$ cat config.mk
export PLATFORM = sky130hd
export DESIGN_NAME = mio_bus_responder
export DESIGN_NICKNAME = d
export VERILOG_FILES = /design/src/rtl/mio_pkg.sv /design/src/rtl/mio_wait_cnt.sv /design/src/rtl/mio_bus_responder.sv
export SDC_FILE = /design/constraint.sdc
export NUM_CORES = 1
export LEC_CHECK = 0
export CAP_MARGIN = 10
export CORE_ASPECT_RATIO = 0.7
export CORE_MARGIN = 5
export CORE_UTILIZATION = 41
export CTS_BUF_LIST = sky130_fd_sc_hd__clkbuf_8 sky130_fd_sc_hd__clkbuf_16
export CTS_CLUSTER_DIAMETER = 150
export DETAILED_ROUTE_END_ITERATION = 6
export GPL_TIMING_DRIVEN = 0
export PLACE_DENSITY = 0.84
export SLEW_MARGIN = 40
export SYNTH_ARGS = -nofsm -noshare
export SYNTH_HDL_FRONTEND = slang
export SYNTH_HIERARCHICAL = 1
export SYNTH_SLANG_ARGS = --single-unit
$ cat constraint.sdc
create_clock -name clk -period 4.6 [get_ports clk]
set_input_delay 1.15 -clock clk [delete_from_list [all_inputs] [get_ports clk]]
set_output_delay 1.15 -clock clk [all_outputs]
set_load 0.01 [all_outputs]
$ cat src/rtl/mio_pkg.sv
// Shared types and constants for the memory/IO bus responder.
package mio_pkg;

  typedef enum logic [1:0] {
    IDLE    = 2'd0,
    RAM_ACC = 2'd1,
    IO_ACC  = 2'd2,
    DONE    = 2'd3
  } mio_state_t;

  localparam logic [3:0]  IO_NIB_E     = 4'hE;
  localparam logic [3:0]  IO_NIB_F     = 4'hF;
  localparam logic [31:0] TIMEOUT_FILL = 32'hDEAD_BEEF;

  // The top nibble of the byte address selects the peripheral region.
  function automatic logic is_io_nib(input logic [3:0] nib);
    return (nib == IO_NIB_E) || (nib == IO_NIB_F);
  endfunction

endpackage

$ cat src/rtl/mio_wait_cnt.sv
// 4-bit load/decrement counter with a terminal flag, shared by RAM wait states and IO timeout.
module mio_wait_cnt
  import mio_pkg::*;
(
  input  logic       clk,
  input  logic       reset,
  input  logic       load,
  input  logic [3:0] load_val,
  input  logic       dec,
  output logic       term
);

  logic [3:0] cnt_q;

  always_ff @(posedge clk) begin
    if (reset) begin
      cnt_q <= 4'd0;
    end else if (load) begin
      cnt_q <= load_val;
    end else if (dec && (cnt_q != 4'd0)) begin
      cnt_q <= cnt_q - 4'd1;
    end
  end

  assign term = (cnt_q == 4'd0);

endmodule

$ cat src/rtl/mio_bus_responder.sv
// Memory/IO bus responder: one word access at a time to on-chip RAM or the peripheral region.
// Define MIO_TIMEOUT_EN to force completion of IO accesses that never see io_ack.
module mio_bus_responder
  import mio_pkg::*;
#(
  parameter int RAM_WAIT   = 1,
  parameter int RAM_ADDR_W = 10,
  parameter int TIMEOUT    = 15
) (
  input  logic                  clk,
  input  logic                  reset,
  input  logic                  mem_r,
  input  logic                  mem_w,
  input  logic [31:0]           addr,
  input  logic [31:0]           data_to_mio,
  output logic [31:0]           data_from_mio,
  output logic                  mio_ready,
  output logic [RAM_ADDR_W-1:0] ram_addr,
  output logic                  ram_we,
  output logic [31:0]           ram_din,
  input  logic [31:0]           ram_dout,
  output logic [31:0]           io_addr,
  output logic                  io_rd,
  output logic                  io_wr,
  output logic [31:0]           io_din,
  input  logic [31:0]           io_dout,
  input  logic                  io_ack,
  output logic                  bus_err
);

  localparam logic [3:0] RAM_LOAD = 4'(RAM_WAIT - 1);
  localparam logic [3:0] IO_LOAD  = 4'(TIMEOUT - 1);

  mio_state_t  state_q, state_nxt;
  logic [31:0] addr_q;
  logic [31:0] wdata_q;
  logic        wr_q;
  logic        ram_we_q;
  logic        req_io;
  logic        accept;
  logic        cnt_load;
  logic        cnt_dec;
  logic [3:0]  cnt_load_val;
  logic        cnt_term;
  logic        cap_ram;
  logic        cap_io;
`ifdef MIO_TIMEOUT_EN
  logic        cap_to;
  logic        bus_err_q;
`endif

  assign req_io       = is_io_nib(addr[31:28]);
  assign cnt_load_val = req_io ? IO_LOAD : RAM_LOAD;

  mio_wait_cnt u_wait_cnt (
    .clk      (clk),
    .reset    (reset),
    .load     (cnt_load),
    .load_val (cnt_load_val),
    .dec      (cnt_dec),
    .term     (cnt_term)
  );

  always_ff @(posedge clk) begin
    if (reset) begin
      state_q <= IDLE;
    end else begin
      state_q <= state_nxt;
    end
  end

  always_comb begin
    state_nxt = state_q;
    accept    = 1'b0;
    cnt_load  = 1'b0;
    cnt_dec   = 1'b0;
    cap_ram   = 1'b0;
    cap_io    = 1'b0;
    mio_ready = 1'b0;
    io_rd     = 1'b0;
    io_wr     = 1'b0;
`ifdef MIO_TIMEOUT_EN
    cap_to    = 1'b0;
`endif
    case (state_q)
      IDLE: begin
        if (mem_r || mem_w) begin
          accept    = 1'b1;
          cnt_load  = 1'b1;
          state_nxt = req_io ? IO_ACC : RAM_ACC;
        end
      end
      RAM_ACC: begin
        if (cnt_term) begin
          cap_ram   = !wr_q;
          state_nxt = DONE;
        end else begin
          cnt_dec = 1'b1;
        end
      end
      IO_ACC: begin
        // Strobes are decoded from state so they fall on the edge that samples the ack.
        io_rd   = !wr_q;
        io_wr   = wr_q;
        cnt_dec = 1'b1;
        if (io_ack) begin
          cap_io    = !wr_q;
          state_nxt = DONE;
`ifdef MIO_TIMEOUT_EN
        end else if (cnt_term) begin
          cap_to    = 1'b1;
          state_nxt = DONE;
`endif
        end
      end
      DONE: begin
        mio_ready = 1'b1;
        state_nxt = IDLE;
      end
      default: state_nxt = IDLE;
    endcase
  end

  // Request capture, RAM write strobe and read-data register.
  always_ff @(posedge clk) begin
    if (reset) begin
      addr_q        <= 32'd0;
      wdata_q       <= 32'd0;
      wr_q          <= 1'b0;
      ram_we_q      <= 1'b0;
      data_from_mio <= 32'd0;
    end else begin
      if (accept) begin
        addr_q   <= addr;
        wdata_q  <= data_to_mio;
        wr_q     <= mem_w;
        ram_we_q <= mem_w && !req_io;
      end else begin
        ram_we_q <= 1'b0;
      end
      if (cap_ram) begin
        data_from_mio <= ram_dout;
      end else if (cap_io) begin
        data_from_mio <= io_dout;
`ifdef MIO_TIMEOUT_EN
      end else if (cap_to && !wr_q) begin
        data_from_mio <= TIMEOUT_FILL;
`endif
      end
    end
  end

`ifdef MIO_TIMEOUT_EN
  always_ff @(posedge clk) begin
    if (reset) begin
      bus_err_q <= 1'b0;
    end else if (cap_to) begin
      bus_err_q <= 1'b1;
    end
  end
  assign bus_err = bus_err_q;
`else
  assign bus_err = 1'b0;
`endif

  assign ram_addr = addr_q[RAM_ADDR_W+1:2];
  assign ram_we   = ram_we_q;
  assign ram_din  = wdata_q;
  assign io_addr  = addr_q;
  assign io_din   = wdata_q;

endmodule
## Yosys cells after proc, flatten, opt, wreduce, memory -nomap -nowiden

Cells that the tools add are included.

- Output and inout port bits: 143
- Input port bits: 133
- Register bits: 104

- Add/subtract/negate cells: 1
- Bitwise logic cells: 1
- Eq/ne operators: 8
- Reduce and logical (&&, ||, !) cells: 13
- Mux-type cells: 21

Operators by type and width:

| kind | number |
|---|---|
| two-way mux 32 bit | 2 |
| two-way mux 4 bit | 3 |
| two-way mux 1 bit | 10 |
| == test 4 bit (second input constant) | 2 |
| two-way mux 2 bit | 4 |
| case mux 2 bit (4 select lines) | 1 |
| != test 2 bit (second input constant) | 3 |
| == test 2 bit (second input constant) | 2 |
| zero test 4 bit | 1 |
| nonzero test 2 bit | 2 |
| nonzero test 4 bit | 1 |
| subtractor 4 x 1 -> 4 bit (second input constant) | 1 |
| AND reduction 3 bit | 1 |
| == test 2 x 1 -> 1 bit (second input constant) | 1 |
| logical AND 1 bit | 2 |
| zero test 1 bit | 2 |
| zero test 2 bit | 1 |
| logical OR 1 bit | 2 |
| case mux 1 bit (2 select lines) | 1 |
| OR reduction 2 bit | 1 |
| inverter 1 bit | 1 |

## Longest topological paths before layout

- Depth after elaboration: 6
- Depth in mapped cells: 11

## Cells and area by module

The synthesis kept the hierarchy.

Modules (own cells, without submodules):

| module | seq. area each (um^2) | times used | area each (um^2) | cells each |
|---|---|---|---|---|
| mio_bus_responder | 2001.9 | 1 | 4345.4 | 544 |
| mio_wait_cnt | 80.1 | 1 | 262.8 | 29 |

## Worst setup path after synthesis

OpenSTA, ideal clock, no wires.

- Path kind: register -> register
- Start point: reg u_wait_cnt.cnt_q[1]
- End point: reg u_wait_cnt.cnt_q[3]
- Period minus slack after synthesis: 2272 ps
- Data arrival time: 2145 ps
- Buffers on the path: 1
- Setup slack: 2328 ps
- Cell stages (with the launch flop): 12
- Cell sequence: dfxtp_1 inv_1 ha_1 or3b_4 inv_1 buf_2 nor2b_1 nor2_1 nor2_1 nor4b_2 mux2i_1 a211oi_1

- Longest elaborated chain between the ends: 5
- Elaborated cells between the ends (all ways): 9
- Those cells by class: 1 x add/sub; 4 x mux; 4 x reduce/logical

Ends and longest elaborated chain:

| what | RTL line | text |
|---|---|---|
| start, declared | mio_wait_cnt.sv:13 | `logic [3:0] cnt_q;` |
| start signal, assigned | mio_wait_cnt.sv:19 | `cnt_q <= load_val;` |
| start signal, assigned | mio_wait_cnt.sv:21 | `cnt_q <= cnt_q - 4'd1;` |
| zero test 4 bit | mio_wait_cnt.sv:25 | `assign term = (cnt_q == 4'd0);` |
| via cnt_term | mio_bus_responder.sv:44 | `logic cnt_term;` |
| two-way mux 1 bit | mio_bus_responder.sv:94 | `if (cnt_term) begin` |
| case mux 1 bit (2 select lines) | mio_bus_responder.sv:85 | `case (state_q)` |
| via cnt_dec | mio_bus_responder.sv:42 | `logic cnt_dec;` |
| logical AND 1 bit | mio_wait_cnt.sv:20 | `end else if (dec && (cnt_q != 4'd0)) begin` |
| nonzero test 2 bit (no source line) | - |  |

The timed path passes the listed nets, and every way through them passes these cells. The select of a mux whose other input is x is not followed.
A chain may end at the register's enable or synchronous reset.

## Final worst setup path

- Start point: reg state_q[0]
- End point: out io_wr

- Longest elaborated chain between the ends: 2

Ends and longest elaborated chain:

| what | RTL line | text |
|---|---|---|
| start, declared | mio_bus_responder.sv:34 | `mio_state_t state_q, state_nxt;` |
| start signal, assigned | mio_bus_responder.sv:68 | `state_q <= state_nxt;` |
| == test 2 bit | mio_bus_responder.sv:85 |  |
| two-way mux 1 bit | mio_bus_responder.sv:85 |  |
| end, declared | mio_bus_responder.sv:24 | `output logic io_wr,` |

No other way between the ends.

==> reports/results.txt <==
Final worst slack = 1.72 ns
Slew HR = 52.7%
Io pins = 276
Total grt overflow = 0
Final Wtd Congestion = 0.867
Final Hold Vio Count = 0
Critical R2R Capture = u_wait_cnt/cnt_q[3]$_SDFFE_PP0P_
DRT iter0 DRCs = 179
Switching Share = 38.3%
Worst-Skew Late Latency = 0.35 ns
Area contributors post-synth = dfxtp_1 45%, nand2_1 13%, a21oi_1 7.2%
Critical-path top delay cell = clkdlybuf4s50_1
Largest net degree at the start of global routing = 17
First-pass GRT wire length = 25,000 microns
Buffers & Inverters on Critical Path = 2
Final period util = 62.6%
Worst R2R Start = u_wait_cnt/cnt_q[1]$_SDFFE_PP0P_
Met3 WL = 1860 microns
Dpl ws = 1.39 ns
CP max stage delay = 0.49 ns
Critical path's top delay family = buffers and inverters
Post-CTS Setup Bufs = 0
Reg2Reg Depth = 11
Row Count = 32
Drt drc = 0
Endpoint type of the worst setup path = output pin
Highest clock rate = 347 MHz
DR vias/cell = 4.91
IO buf count = 274
Synth warnings = 6
Req. time, crit path = 3.45 ns
HP Class = flip-flop to flip-flop
Reg clk slew, reported paths = 0.07 ns
Yosys reg bits = 104
LEAKAGE = 3.05 nW
ANT nets after route = 0
Share of the synthesized area in the top cell type = 45.2%
H-tree Lvls = 3
Fin Setup TNS = 0 ns
Clock power share = 16.3%
CTS max path bufs = 2
MaxCap Viol Count = 0
Pwr/cell area = 554 nW/um^2
Layout overhead on the synthesized area = 69.4%
DR top layer = met4
Max IR drop VDD = 0.000366 V
Clock root cell = clkbuf_16
Mapped Cells = 573
Syn avg cell area = 8.04 sq um
M1 wire length = 6210 microns
Avg WL per Cell = 16.7 microns
CTS tree = built
Cts bufs inserted = 9
Antenna violations before repair = 0
Startpoint Class = flip-flop
Internal cell power = 2.67 mW
Worst Path Arrival = 1.73 ns
Cell taking the most area after synthesis = dfxtp_1
Vias in the first global route = 4,909
Worst Tran Pin Value = 0.710 ns
CTS resizes = 0
CP Cell Sequence = inv_1 -> ha_1 -> and2_1 -> clkdlybuf4s50_1
Slew Viols, Final = 0
Worst Setup EP = io_wr
Final setup vio count = 0
Sequential share of power = 31.2%
Total Die Area = 13,500 sq um
Number of cells on the critical path = 4
Initial Util = 41.9%
Die Height = 98.7 microns
Mapped Area = 4610 sq um
RSZ-0062 raised after global routing = false
Seq/Total Area, Yosys = 45.2%
Comb power frac = 52.6%
Die X = 137 microns
Final HPWL DP = 13,500 microns
Crit path max fanout = 4
Clk sinks = 104
Metal2 WL = 8600 microns
Final net count = 999
Run status = finished clean
Count of cell types in the netlist = 35
DR vias = 4,987
CP Class = flip-flop to output pin
CP startpoint = state_q[0]$_SDFFE_PP0P_
NetSw = 1.66 mW
Global-route total usage across every layer = 23.3%
Reg2reg setup slack = 1.92 ns
Fin crit period = 2.88 ns
N_diodes = 0
DRT Pass-1 Iters = 5
Cts hold-fix bufs = 0
Core ar. = 11,000 sq um
Final WL = 16,900 microns
Worst Skew = 0.0121 ns
Share of layout cells above drive strength 1 = 11.6%
Final Util = 70.9%
## worst register-to-register path: stages (launching register included)
cell and delay [ns]:
dfxtp_1 0.36, inv_1 0.10, ha_1 0.23, or3b_4 0.29
inv_1 0.04, buf_2 0.16, nor2b_1 0.21, nor2_1 0.06
nor2_1 0.43, nor4b_2 0.34, mux2i_1 0.24, a211oi_1 0.09
## state kept, by name, summed over array words and instances, names as in the netlist
signal,count
data_from_mio,32
io_addr,32
io_din,32
ram_we,1
state_q,2
u_wait_cnt/cnt_q,4
wr_q,1
## metal layers
| metal | vias to the layer above | GRT usage (%) |
|---|---|---|
| met5 | - | 0 |
| met4 | 0 | 6.12 |
| met3 | 25 | 8.98 |
| met2 | 220 | 42.9 |
| met1 | 2298 | 24.8 |
| li1 | 2444 | - |
## area by class of cell
cell class              instances  area (sq um)
well taps                     153           191
flip-flops and latches        104          2080
multi-input cells             375          1970
repair buffers                274          2740
inverters                       9          33.8
plain buffers                  86           531
fillers                       843          3200
clock buffers                   9           225
clock inverters                 6          36.3
## worst min-delay path by stage
stage / from / end / slack, ns / cells past startpoint
after floorplan: state_q[0]$_SDFFE_PP0P_ / state_q[0]$_SDFFE_PP0P_ / 0.48 / 2
after global placement: io_addr[0]$_SDFFE_PP0P_ / io_addr[0]$_SDFFE_PP0P_ / 0.44 / 2
after detailed placement: io_addr[13]$_SDFFE_PP0P_ / io_addr[13]$_SDFFE_PP0P_ / 0.45 / 2
after CTS: io_addr[13]$_SDFFE_PP0P_ / io_addr[13]$_SDFFE_PP0P_ / 0.46 / 2
after global routing: io_addr[13]$_SDFFE_PP0P_ / io_addr[13]$_SDFFE_PP0P_ / 0.47 / 2
final: io_addr[13]$_SDFFE_PP0P_ / io_addr[13]$_SDFFE_PP0P_ / 0.45 / 2
## per-stage QoR
stage / cells / cell area [sq um] / hold WS (ns) / total power [mW]
2_1_floorplan: 574 / 4610 / 0.480 / 2.55
3_3_place_gp: 1001 / 7550 / 0.444 / 3.57
3_5_place_dp: 1001 / 7550 / 0.447 / 3.64
4_1_cts: 1016 / 7810 / 0.457 / 4.35
5_1_grt: 1016 / 7810 / 0.469 / 4.59
6_report: 1016 / 7810 / 0.452 / 4.33
## Yosys cell counts
master	instances
a2111oi_4	1
a211oi_1	1
a21o_1	1
a21oi_1	66
a21oi_4	1
a221oi_2	1
a311o_1	1
a311oi_1	22
a311oi_2	10
and2_1	1
and3_1	1
buf_2	22
buf_4	44
buf_6	2
clkbuf_1	18
conb_1	1
dfxtp_1	104
ha_1	7
inv_1	9
mux2_2	2
mux2i_1	2
nand2_1	165
nand2_4	1
nand2b_1	1
nand3_1	31
nand3b_1	1
nand4_1	1
nand4b_1	1
nor2_1	42
nor2b_1	2
nor3_1	6
nor4b_2	1
o211ai_1	1
o21ai_0	2
or3b_4	1
## power by group through the flow
stage	logic [mW]	clock network, mW	registers, mW
after floorplan	1.10	0	1.45
after global placement	2.22	0	1.35
after detailed placement	2.28	0	1.36
after CTS	2.29	0.717	1.35
after global routing	2.45	0.751	1.38
final	2.28	0.703	1.35
## placed cells by master, fill, tap and decap left out, types with 3 or more instances in the layout
cell type | Yosys | final
clkbuf_16 | 0 | 9
nor3_1 | 6 | 6
clkbuf_1 | 18 | 18
inv_1 | 9 | 10
a311oi_1 | 22 | 22
dfxtp_1 | 104 | 104
a311oi_2 | 10 | 10
clkinv_2 | 0 | 3
clkdlybuf4s50_1 | 0 | 274
nor2_1 | 42 | 42
nand3_1 | 31 | 31
a21oi_1 | 66 | 66
buf_2 | 22 | 22
nand2_1 | 165 | 165
ha_1 | 7 | 7
buf_4 | 44 | 44
## cell families (layout without fill, tap and decap cells)
logic type	count (synthesis)	count (layout)	share of synthesized area, %
simple gates	255	255	22.9
compound gates	107	107	16.8
flops	104	104	45.2
buf+inv	95	384	12.2
fa+ha+maj	7	7	1.90
mux	4	4	0.923
other cells	1	2	0.0814
(Power assumes the default switching activity.)
